===== config.mk =====
export PLATFORM = sky130hd
export DESIGN_NAME = jtframe_ddr_arb2_flat
export DESIGN_NICKNAME = d
export VERILOG_FILES = /design/src/rtl/jtframe_ddr_pkg.sv /design/src/rtl/jtframe_ddr_arb2_if.sv /design/src/rtl/jtframe_ddr_arb2_mux.sv /design/src/rtl/jtframe_ddr_arb2.sv /design/src/flat_wrapper.sv
export SDC_FILE = /design/constraint.sdc
export NUM_CORES = 1
export LEC_CHECK = 0
export CORE_AREA = 2 2 212 214
export DETAILED_ROUTE_END_ITERATION = 8
export DIE_AREA = 0 0 214 216
export PLACE_DENSITY = 0.41
export SLEW_MARGIN = 20
export SYNTH_ARGS = -nofsm -noshare
export SYNTH_HDL_FRONTEND = slang
export SYNTH_SLANG_ARGS = --single-unit

===== constraint.sdc =====
create_clock -name clk -period 2.4 [get_ports clk]
set_input_delay 0.36 -clock clk [delete_from_list [all_inputs] [get_ports clk]]
set_output_delay 0.36 -clock clk [all_outputs]
set_load 0.02 [all_outputs]

===== src/rtl/jtframe_ddr_pkg.sv =====
// Shared definitions for the two-port DDR burst arbiter.
// Latency: n/a (types, constants and a pure helper function only).
// Backpressure: n/a.
// Contents: DDR field widths, FSM state codes, eff_beats() mapping a
// zero burst length onto a single beat.
package jtframe_ddr_pkg;
  localparam int DDR_AW  = 29;  // word address, byte address bits [31:3]
  localparam int BURST_W = 8;
  localparam int DATA_W  = 64;
  localparam int BE_W    = 8;

  localparam logic [1:0] ST_IDLE  = 2'd0;
  localparam logic [1:0] ST_READ  = 2'd1;
  localparam logic [1:0] ST_WRITE = 2'd2;

  function automatic logic [BURST_W-1:0] eff_beats(input logic [BURST_W-1:0] cnt);
    return (cnt == '0) ? BURST_W'(1) : cnt;
  endfunction
endpackage


===== src/rtl/jtframe_ddr_arb2_if.sv =====
// Avalon-style DDR burst port bundle (request fields plus stall/read return).
// Latency: n/a (wires only).
// Backpressure: busy stalls the requester; dout_ready qualifies dout.
// master: drives addr/burstcnt/rd/we/din/be, receives busy/dout/dout_ready.
// slave : the opposite side.
interface jtframe_ddr_arb2_if #(parameter int AW = jtframe_ddr_pkg::DDR_AW);
  import jtframe_ddr_pkg::*;

  logic [AW-1:0]      addr;
  logic [BURST_W-1:0] burstcnt;
  logic               rd;
  logic               we;
  logic [DATA_W-1:0]  din;
  logic [BE_W-1:0]    be;
  logic               busy;
  logic [DATA_W-1:0]  dout;
  logic               dout_ready;

  modport master (output addr, burstcnt, rd, we, din, be,
                  input  busy, dout, dout_ready);
  modport slave  (input  addr, burstcnt, rd, we, din, be,
                  output busy, dout, dout_ready);
endinterface


===== src/rtl/jtframe_ddr_arb2_mux.sv =====
// Selects one of two request bundles (addr/burstcnt/rd/we/din/be).
// Latency: purely combinational, zero cycles.
// Backpressure: none here; stall routing is done by the arbiter top.
// Ports: sel (0 = port 0, 1 = port 1), *0/*1 request fields, selected outputs.
module jtframe_ddr_arb2_mux
  import jtframe_ddr_pkg::*;
#(
  parameter int AW = DDR_AW
) (
  input  logic               sel,
  input  logic [AW-1:0]      addr0,
  input  logic [BURST_W-1:0] burstcnt0,
  input  logic               rd0,
  input  logic               we0,
  input  logic [DATA_W-1:0]  din0,
  input  logic [BE_W-1:0]    be0,
  input  logic [AW-1:0]      addr1,
  input  logic [BURST_W-1:0] burstcnt1,
  input  logic               rd1,
  input  logic               we1,
  input  logic [DATA_W-1:0]  din1,
  input  logic [BE_W-1:0]    be1,
  output logic [AW-1:0]      addr,
  output logic [BURST_W-1:0] burstcnt,
  output logic               rd,
  output logic               we,
  output logic [DATA_W-1:0]  din,
  output logic [BE_W-1:0]    be
);
  assign addr     = sel ? addr1     : addr0;
  assign burstcnt = sel ? burstcnt1 : burstcnt0;
  assign rd       = sel ? rd1       : rd0;
  assign we       = sel ? we1       : we0;
  assign din      = sel ? din1      : din0;
  assign be       = sel ? be1       : be0;
endmodule


===== src/rtl/jtframe_ddr_arb2.sv =====
// Two-port arbiter sharing one DDR burst port; port 0 has priority, port 1 is
// protected from starvation. Grant is held for a whole burst.
// Latency: zero-cycle selection/pass-through in IDLE; st_dout one cycle.
// Backpressure: owner sees ddram.busy, the other port is held busy=1.
// Ports: clk, rst_n (sync, active-low), p0/p1 requester bundles (slave),
// ddram bundle towards DDR (master), st_addr/st_dout status readback.
module jtframe_ddr_arb2
  import jtframe_ddr_pkg::*;
#(
  parameter int STARVE = 4,
  parameter int AW     = DDR_AW
) (
  input  logic               clk,
  input  logic               rst_n,
  jtframe_ddr_arb2_if.slave  p0,
  jtframe_ddr_arb2_if.slave  p1,
  jtframe_ddr_arb2_if.master ddram,
  input  logic [3:0]         st_addr,
  output logic [7:0]         st_dout
);
  localparam logic [3:0] STARVE_C = 4'(STARVE);

  logic [1:0]         state;
  logic               owner;
  logic [BURST_W-1:0] beats, rcnt, wcnt;
  logic [3:0]         starve_cnt;
  logic               err;

  logic               p0_req, p1_req, idle, sel, accept;
  logic [AW-1:0]      m_addr;
  logic [BURST_W-1:0] m_burstcnt;
  logic               m_rd, m_we;
  logic [DATA_W-1:0]  m_din;
  logic [BE_W-1:0]    m_be;

  assign p0_req = p0.rd | p0.we;
  assign p1_req = p1.rd | p1.we;
  assign idle   = (state == ST_IDLE);
  // Port 1 wins when port 0 is quiet or has had STARVE grants in a row.
  assign sel    = idle ? (p1_req & (~p0_req | (starve_cnt == STARVE_C))) : owner;

  jtframe_ddr_arb2_mux #(.AW(AW)) u_mux (
    .sel(sel),
    .addr0(p0.addr), .burstcnt0(p0.burstcnt), .rd0(p0.rd), .we0(p0.we), .din0(p0.din), .be0(p0.be),
    .addr1(p1.addr), .burstcnt1(p1.burstcnt), .rd1(p1.rd), .we1(p1.we), .din1(p1.din), .be1(p1.be),
    .addr(m_addr), .burstcnt(m_burstcnt), .rd(m_rd), .we(m_we), .din(m_din), .be(m_be)
  );

  assign accept = idle & (m_rd | m_we) & ~ddram.busy;

  assign ddram.addr     = m_addr;
  assign ddram.burstcnt = m_burstcnt;
  assign ddram.din      = m_din;
  assign ddram.be       = m_be;
  // Commands are only issued from IDLE (rd) or streamed in WRITE (we).
  // A simultaneous rd+we is issued as a read, so we is masked by rd in IDLE.
  assign ddram.rd = rst_n & idle & m_rd;
  assign ddram.we = rst_n & ((idle & m_we & ~m_rd) | ((state == ST_WRITE) & m_we));

  assign p0.busy = ~rst_n | sel  | ddram.busy;
  assign p1.busy = ~rst_n | ~sel | ddram.busy;

  assign p0.dout = ddram.dout;
  assign p1.dout = ddram.dout;
  // Read beats are routed only while a read burst is open, never in IDLE.
  assign p0.dout_ready = rst_n & (state == ST_READ) & ~owner & ddram.dout_ready;
  assign p1.dout_ready = rst_n & (state == ST_READ) &  owner & ddram.dout_ready;

  always_ff @(posedge clk) begin
    if (!rst_n) begin
      state      <= ST_IDLE;
      owner      <= 1'b0;
      beats      <= '0;
      rcnt       <= '0;
      wcnt       <= '0;
      starve_cnt <= '0;
      err        <= 1'b0;
      st_dout    <= '0;
    end else begin
      case (state)
        ST_IDLE: begin
          if (accept) begin
            owner <= sel;
            beats <= eff_beats(m_burstcnt);
            if ((m_burstcnt == '0) || (m_rd && m_we)) err <= 1'b1;
            if (m_rd) begin
              state <= ST_READ;
              rcnt  <= '0;
            end else begin
              // The first write beat goes out with the request itself.
              wcnt <= BURST_W'(1);
              if (eff_beats(m_burstcnt) != BURST_W'(1)) state <= ST_WRITE;
            end
          end
        end
        ST_READ: begin
          if (ddram.dout_ready) begin
            rcnt <= rcnt + BURST_W'(1);
            if (rcnt == beats - BURST_W'(1)) state <= ST_IDLE;
          end
        end
        ST_WRITE: begin
          if (m_we && !ddram.busy) begin
            wcnt <= wcnt + BURST_W'(1);
            if (wcnt + BURST_W'(1) == beats) state <= ST_IDLE;
          end
        end
        default: state <= ST_IDLE;
      endcase

      if (!p1_req) starve_cnt <= '0;
      else if (accept && sel) starve_cnt <= '0;
      else if (accept && !sel && (starve_cnt != STARVE_C)) starve_cnt <= starve_cnt + 4'd1;

      case (st_addr)
        4'd0:    st_dout <= {err, owner, state, starve_cnt};
        4'd1:    st_dout <= beats;
        4'd2:    st_dout <= (state == ST_READ) ? rcnt : wcnt;
        default: st_dout <= '0;
      endcase
    end
  end
endmodule


===== src/flat_wrapper.sv =====
// flat-port wrapper written by rule: the top's interface ports become plain ports
module jtframe_ddr_arb2_flat import jtframe_ddr_pkg::*;
#(
  parameter int STARVE = 4,
  parameter int AW     = DDR_AW
)
  (clk, rst_n, st_addr, st_dout, p0_addr, p0_burstcnt, p0_rd, p0_we, p0_din, p0_be, p0_busy, p0_dout, p0_dout_ready, p1_addr, p1_burstcnt, p1_rd, p1_we, p1_din, p1_be, p1_busy, p1_dout, p1_dout_ready, ddram_addr, ddram_burstcnt, ddram_rd, ddram_we, ddram_din, ddram_be, ddram_busy, ddram_dout, ddram_dout_ready);
  jtframe_ddr_arb2_if #(.AW(AW)) p0_i ();
  jtframe_ddr_arb2_if #(.AW(AW)) p1_i ();
  jtframe_ddr_arb2_if #(.AW(AW)) ddram_i ();
  input  logic clk;
  input  logic rst_n;
  input  logic [3:0] st_addr;
  output logic [7:0] st_dout;
  input wire logic [$bits(p0_i.addr)-1:0] p0_addr;
  input wire logic [$bits(p0_i.burstcnt)-1:0] p0_burstcnt;
  input wire logic [$bits(p0_i.rd)-1:0] p0_rd;
  input wire logic [$bits(p0_i.we)-1:0] p0_we;
  input wire logic [$bits(p0_i.din)-1:0] p0_din;
  input wire logic [$bits(p0_i.be)-1:0] p0_be;
  output wire logic [$bits(p0_i.busy)-1:0] p0_busy;
  output wire logic [$bits(p0_i.dout)-1:0] p0_dout;
  output wire logic [$bits(p0_i.dout_ready)-1:0] p0_dout_ready;
  input wire logic [$bits(p1_i.addr)-1:0] p1_addr;
  input wire logic [$bits(p1_i.burstcnt)-1:0] p1_burstcnt;
  input wire logic [$bits(p1_i.rd)-1:0] p1_rd;
  input wire logic [$bits(p1_i.we)-1:0] p1_we;
  input wire logic [$bits(p1_i.din)-1:0] p1_din;
  input wire logic [$bits(p1_i.be)-1:0] p1_be;
  output wire logic [$bits(p1_i.busy)-1:0] p1_busy;
  output wire logic [$bits(p1_i.dout)-1:0] p1_dout;
  output wire logic [$bits(p1_i.dout_ready)-1:0] p1_dout_ready;
  output wire logic [$bits(ddram_i.addr)-1:0] ddram_addr;
  output wire logic [$bits(ddram_i.burstcnt)-1:0] ddram_burstcnt;
  output wire logic [$bits(ddram_i.rd)-1:0] ddram_rd;
  output wire logic [$bits(ddram_i.we)-1:0] ddram_we;
  output wire logic [$bits(ddram_i.din)-1:0] ddram_din;
  output wire logic [$bits(ddram_i.be)-1:0] ddram_be;
  input wire logic [$bits(ddram_i.busy)-1:0] ddram_busy;
  input wire logic [$bits(ddram_i.dout)-1:0] ddram_dout;
  input wire logic [$bits(ddram_i.dout_ready)-1:0] ddram_dout_ready;
  assign p0_i.addr = p0_addr;
  assign p0_i.burstcnt = p0_burstcnt;
  assign p0_i.rd = p0_rd;
  assign p0_i.we = p0_we;
  assign p0_i.din = p0_din;
  assign p0_i.be = p0_be;
  assign p0_busy = p0_i.busy;
  assign p0_dout = p0_i.dout;
  assign p0_dout_ready = p0_i.dout_ready;
  assign p1_i.addr = p1_addr;
  assign p1_i.burstcnt = p1_burstcnt;
  assign p1_i.rd = p1_rd;
  assign p1_i.we = p1_we;
  assign p1_i.din = p1_din;
  assign p1_i.be = p1_be;
  assign p1_busy = p1_i.busy;
  assign p1_dout = p1_i.dout;
  assign p1_dout_ready = p1_i.dout_ready;
  assign ddram_addr = ddram_i.addr;
  assign ddram_burstcnt = ddram_i.burstcnt;
  assign ddram_rd = ddram_i.rd;
  assign ddram_we = ddram_i.we;
  assign ddram_din = ddram_i.din;
  assign ddram_be = ddram_i.be;
  assign ddram_i.busy = ddram_busy;
  assign ddram_i.dout = ddram_dout;
  assign ddram_i.dout_ready = ddram_dout_ready;
  jtframe_ddr_arb2 #(.STARVE(STARVE), .AW(AW)) u_core (.clk(clk), .rst_n(rst_n), .p0(p0_i), .p1(p1_i), .ddram(ddram_i), .st_addr(st_addr), .st_dout(st_dout));
endmodule

After elaboration in Yosys (flattened, before gate mapping)
Index checks and enable logic that the tools add are counted.
{ "classes": {"add_sub_neg": 4, "eq_ne": 17, "n_mux": 26, "bitwise_logic": 30, "n_reduce_logical": 19} }
{ "ops": {"columns": ["operator", "count"], "rows": [
  ["two-way mux 8 bit", 10],
  ["two-way mux 64 bit", 1],
  ["case mux 8 bit (2 select lines)", 2],
  ["two-way mux 29 bit", 1],
  ["case mux 8 bit (3 select lines)", 1],
  ["adder 8 x 1 -> 8 bit, second input constant", 2],
  ["== test 8 bit", 2],
  ["bitwise AND 1 bit", 14],
  ["two-way mux 2 bit", 7],
  ["!= test 2 bit, second input constant", 7],
  ["OR 1 bit", 9],
  ["zero test 8 bit", 1],
  ["!= test 8 x 1 -> 1 bit, second input constant", 1],
  ["AND reduction 4 bit", 2],
  ["subtractor 8 x 1 -> 8 bit, second input constant", 1],
  ["inverter 1 bit", 7],
  ["case mux 2 bit (3 select lines)", 1],
  ["AND reduction 6 bit", 1],
  ["logical AND 1 bit", 5],
  ["adder 4 x 1 -> 4 bit, second input constant", 1],
  ["== test 4 x 1 -> 1 bit, second input constant", 1],
  ["== test 4 x 2 -> 1 bit, second input constant", 1],
  ["== test 4 x 3 -> 1 bit, second input constant", 1],
  ["zero test 4 bit", 1],
  ["other kinds (12)", 16]
]} }
{ "word_totals": {"reg_bits": 40, "inputBits": 294} }

Longest topological paths before layout
{ "depth": {"word_depth": 13, "ltp_mapped": 10, "depth_no_buf": 8} }

By module
From an unflattened synthesis, not the netlist that was laid out.
{ "unflattened": {"hier_cells": 561, "hier_area_um2": 4807.1} }
{ "by_module_without_submodules": {"columns": ["module", "instances", "cells_per_inst", "area_each_um2"], "rows": [
  ["jtframe_ddr_arb2", 1, 438, 3434.5],
  ["jtframe_ddr_arb2_mux", 1, 123, 1372.6]
]} }

Worst setup path after synthesis
OpenSTA, ideal clock, no wires.
{ "synth_timing": {"path_type": "reg-to-output", "from": "reg u_core.starve_cnt[0]", "to": "out ddram_we", "arrival_time_ns": 2.286, "setup_slack_ns": -0.246, "stages_incl_launch_ff": 10, "path_buffers": 2, "cell_sequence": "dfxtp_1 -> inv_1 -> ha_1 -> and3b_1 -> or3_4 -> nand2_1 -> buf_4 -> buf_4 -> nand2_1 -> a221oi_1"} }
{ "synth_via": {"elab_chain_len": 9, "word_cells_on_any_way": 12, "cone_classes": "1 x eq/ne; 3 x mux; 8 x bitwise"} }
{ "synth_rtl": {"columns": ["element", "line_no", "rtl"], "rows": [
  ["from (decl)", "jtframe_ddr_arb2.sv:26", "logic [3:0] starve_cnt;"],
  ["from (signal assigned)", "jtframe_ddr_arb2.sv:113", "else if (accept && !sel && (starve_cnt != STARVE_C)) starve_cnt <= starve_cnt + 4'd1;"],
  ["== test 4 x 3 -> 1 bit (*)", "jtframe_ddr_arb2.sv:40", "assign sel = idle ? (p1_req & (~p0_req | (starve_cnt == STARVE_C))) : owner;"],
  ["OR 1 bit (*)", "jtframe_ddr_arb2.sv:40", null],
  ["bitwise AND 1 bit (*)", "jtframe_ddr_arb2.sv:40", null],
  ["two-way mux 1 bit (*)", "jtframe_ddr_arb2.sv:40", null],
  ["two-way mux 1 bit (on tied branches)", "jtframe_ddr_arb2_mux.sv:33, jtframe_ddr_arb2_mux.sv:32", null],
  ["bitwise AND 1 bit / inverter 1 bit (equally long branches)", "jtframe_ddr_arb2.sv:58", "assign ddram.we = rst_n & ((idle & m_we & ~m_rd) | ((state == ST_WRITE) & m_we));"],
  ["bitwise AND 1 bit", "jtframe_ddr_arb2.sv:58", null],
  ["OR 1 bit (*)", "jtframe_ddr_arb2.sv:58", null],
  ["bitwise AND 1 bit (*)", "jtframe_ddr_arb2.sv:58", null],
  ["to (decl)", "flat_wrapper.sv:36", "output wire logic [$bits(ddram_i.we)-1:0] ddram_we;"]
]} }
Every way passes the cells marked *; elsewhere a longest branch is shown, timed or not.

Worst setup path in the final report
{ "layout_timing": {"from": "reg u_core.state[0]", "to": "out ddram_we"} }
{ "layout_via": {"elab_chain_len": 7, "word_cells_on_any_way": 11, "cone_classes": "1 x eq/ne; 3 x mux; 6 x bitwise; 1 x reduce/logical"} }
{ "layout_rtl": {"columns": ["element", "line_no", "rtl"], "rows": [
  ["from (decl)", "jtframe_ddr_arb2.sv:23", "logic [1:0] state;"],
  ["from (signal assigned)", "jtframe_ddr_arb2.sv:71", "state <= ST_IDLE;"],
  ["from (signal assigned)", "jtframe_ddr_arb2.sv:87", "state <= ST_READ;"],
  ["from (signal assigned)", "jtframe_ddr_arb2.sv:92", "if (eff_beats(m_burstcnt) != BURST_W'(1)) state <= ST_WRITE;"],
  ["zero test 2 bit", "jtframe_ddr_arb2.sv:38", "assign idle = (state == ST_IDLE);"],
  ["two-way mux 1 bit", "jtframe_ddr_arb2.sv:40", null],
  ["two-way mux 1 bit (on tied branches)", "jtframe_ddr_arb2_mux.sv:33, jtframe_ddr_arb2_mux.sv:32", null],
  ["bitwise AND 1 bit / inverter 1 bit (equally long branches)", "jtframe_ddr_arb2.sv:58", null],
  ["bitwise AND 1 bit", "jtframe_ddr_arb2.sv:58", null],
  ["OR 1 bit (*)", "jtframe_ddr_arb2.sv:58", null],
  ["bitwise AND 1 bit (*)", "jtframe_ddr_arb2.sv:58", null]
]} }
Marked as above.

==> results by group <==
Run status
  – Status: finished, violations left
  – Violated checks: setup timing

GRT
  – Largest net degree at the start of global routing: 35
  – First-pass GRT wire length: 42080 microns
  – Initial antenna violation count: 5
  – Gr usage total: 0.1208
  – Vias in the first global route: 6280
  – Grt total ovfl: 0

Logic synthesis
  – Seq/Total Area, Yosys: 0.1615
  – Largest cells by area after synthesis: nand2_1, buf_4, dfxtp_1, mux2i_1, clkbuf_1
  – Largest area contributor in the netlist: nand2_1
  – Synth top area share: 0.2657
  – Syn. warnings: 0
  – Syn_area_per_cell: 6.122 sq um
  – Syn nets: 1109
  – Synth Cell Area: 4959 sq um
  – Synth cell count leaders: nand2_1, buf_4, dfxtp_1, clkbuf_1, nor2_1
  – Synth async-reset ratio: 0
  – Post-synth EDFFs: 0
  – Most used flip-flop cell after synthesis: dfxtp_1
  – Number of distinct library cells after synthesis: 57
  – Mapped Cells: 810
  – Count leader, synth: nand2_1
  – Flops & latches, synth: 40

Routing
  – Via density: 3.687
  – Routed wl met2: 14540 microns
  – Met3 routed WL: 2322 microns
  – Vias: 6261
  – DRC violations left: 0
  – Drt total wl: 29890 microns
  – WL per Instance: 17.60 microns
  – DRT Pass-1 Iters: 4
  – Routed Antenna Nets: 0
  – M1 WL: 12420 microns
  – Initial drt markers: 226
  – Top Metal Used: met5

Layout
  – Final design area excluding fillers: 9100 sq um
  – Fillers: 5027
  – Area Overhead vs Synth: 83.52%
  – Final Core Density: 0.2076
  – Final cell count without fillers: 1698
  – Share of post-route cells with drive strength above 1: 0.2434
  – Nets: 1403

Timing
  – Setup violators final: 112
  – Slew Limit Fails: 0
  – Hold slack final: 0.4783 ns
  – Fin worst setup slack: -0.4056 ns
  – Final Hold Fails: 0
  – Crit path time final: 2.806 ns
  – RSZ-0062 raised after global routing: yes
  – Final Cycle Share: 1.169
  – Slew @ Worst Pin: 0.5862 ns
  – Worst clock skew: 0.005146 ns
  – Fmax: 356.4 MHz
  – Setup TNS: -18.60 ns
  – Slew headroom: 0.6056

Clock network
  – Max clock buf depth: 2
  – Hold buffers post-CTS: 0
  – Root buffer cell: clkbuf_16
  – CTS buffer count: 5
  – # clock sinks: 40
  – Clock Latency Late Sink: 0.28 ns
  – H-Tree Level Count: 2
  – TritonCTS clock tree: yes
  – Reg clk slew, reported paths: 0.06 ns

Place
  – Routability cong.: 0.8666
  – I/O Buffers: 352
  – DP HPWL: 24600 microns
  – Cell Area, Placed: 8805 sq um
  – DP Worst Slack: -0.7584 ns
  – Placed insts: 1666

Setup path
  – Reg-to-Reg Start: u_core.state[0]
  – Critical Path AT: 2.45 ns
  – Crit path capture: ddram_we
  – Largest fanout on the critical path: 2
  – Reg2Reg Capture Point: u_core.starve_cnt[3]
  – Type of origin of the critical path: flip-flop
  – Setup crit start: u_core.state[0]
  – FF-to-FF setup slack: -0.07 ns
  – Nature of the critical path endpoint: output port
  – CP required: 2.04 ns
  – Reg2reg path depth: 11
  – WS Path Type: reg2out

Floorplanning
  – Die Ht: 216 microns
  – CORE AREA: 43840 sq um
  – Top Ports: 545
  – Initial Util: 0.1131
  – Row cnt: 77
  – Die width: 214 microns
  – Die area: 46220 sq um

Job
  – Max-cap violations: 0

Power and ir drop
  – Maximum vdd drop: 0.2475 mV
  – P_leak: 4.050 nW
  – Design Power: 6.466 mW
  – Pwr per Cell Area: 710.5 nW/um^2

Hold path
  – Worst hold path class: reg2reg
==> sequential cells by signal, indices dropped and copies added, names as in the netlist <==
name	flops
u_core.state	2
u_core.owner	1
u_core.rcnt	8
u_core.wcnt	8
u_core.starve_cnt	4
u_core.st_dout	8
u_core.beats	8
u_core.err	1
==> cell type report <==
| cell class | instances | area [sq um] | area share |
|---|---|---|---|
| repair buffers | 457 | 4223 | 0.4640 |
| clock inverters | 2 | 35.03 | 0.003850 |
| well taps | 592 | 740.7 | 0.08140 |
| multi-input cells | 585 | 3108 | 0.3415 |
| inverters | 15 | 56.30 | 0.006187 |
| flip-flops and latches | 40 | 805.8 | 0.08855 |
| diodes | 1 | 2.502 | 0.0002750 |
| clock buffers | 6 | 128.9 | 0.01416 |
==> report_power, final <==
| part | internal [mW] | total (mW) | leakage (nW) | switching, mW |
|---|---|---|---|---|
| Combinational | 2.27 | 4.93 | 3.64 | 2.66 |
| Sequential | 0.711 | 0.769 | 0.326 | 0.0578 |
| Clock | 0.490 | 0.767 | 0.0808 | 0.277 |
==> logic make-up (layout without fill, tap and decap cells) <==
logic type,after synthesis,in the layout,synth area share
buffers and inverters,185,480,0.2410
and+or+nand+nor,447,447,0.3760
AOI/OAI and AO/OA,89,89,0.1239
xor gates and xnor gates,22,22,0.03886
DFF,40,40,0.1615
adders and majority gates,5,5,0.01262
muxes,22,22,0.04618
other,0,1,0
==> how the worst min path moves through the flow <==
stage | startpoint | end | slack [ns] | depth (start not counted)
4_1_cts | u_core.err | u_core.err | 0.48 | 1
6_report | u_core.err | u_core.err | 0.48 | 1
5_1_grt | u_core.err | u_core.err | 0.50 | 1
3_3_place_gp | u_core.err | u_core.err | 0.46 | 1
3_5_place_dp | u_core.err | u_core.err | 0.47 | 1
2_1_floorplan | u_core.err | u_core.err | 0.44 | 1
==> placed cells by master, fill, tap and decap left out, types with 4 or more instances in the layout <==
cell,count
dfxtp_2,4
a21oi_1,20
o211ai_1,4
o21ai_0,14
mux2i_1,15
a211oi_1,8
xnor2_1,11
ha_1,4
clkdlybuf4s50_1,235
clkbuf_16,7
nand2_2,7
dlygate4sd2_1,4
and2_1,9
buf_16,4
buf_12,10
o22ai_1,8
o221ai_1,4
nor2_1,23
or3_1,5
nand3_1,8
dfxtp_1,36
mux2_4,6
a31oi_1,9
xor2_1,10
buf_6,12
nor4_1,6
and3_1,5
nand2_1,342
nand3b_1,5
inv_1,13
buf_2,52
buf_4,132
nand4_1,5
nor3_1,9
==> worst max-delay path, stage by stage (launching register included) <==
cell and delay, ns:
dfxtp_2 0.32, or4_4 0.53, a21boi_4 0.16, buf_6 0.11, a32o_2 0.24, or2_4 0.24, a221oi_4 0.31, buf_6 0.15
buf_12 0.10
==> metal layers <==
metal / vias up / GRT usage
li1: 3104 / -
met1: 2801 / 0.1462
met5: - / 0
met2: 283 / 0.2084
met4: 8 / 0.02727
met3: 65 / 0.03749
==> timing repair <==
action	in CTS	in global routing
buffers inserted	9	8
endpoints found under the hold margin	0	0
pin swaps	6	10
resized for setup	484	59
endpoints found under the setup margin	126	125
gates cloned	4	2
No activity file was read; power rests on OpenSTA's default activity.
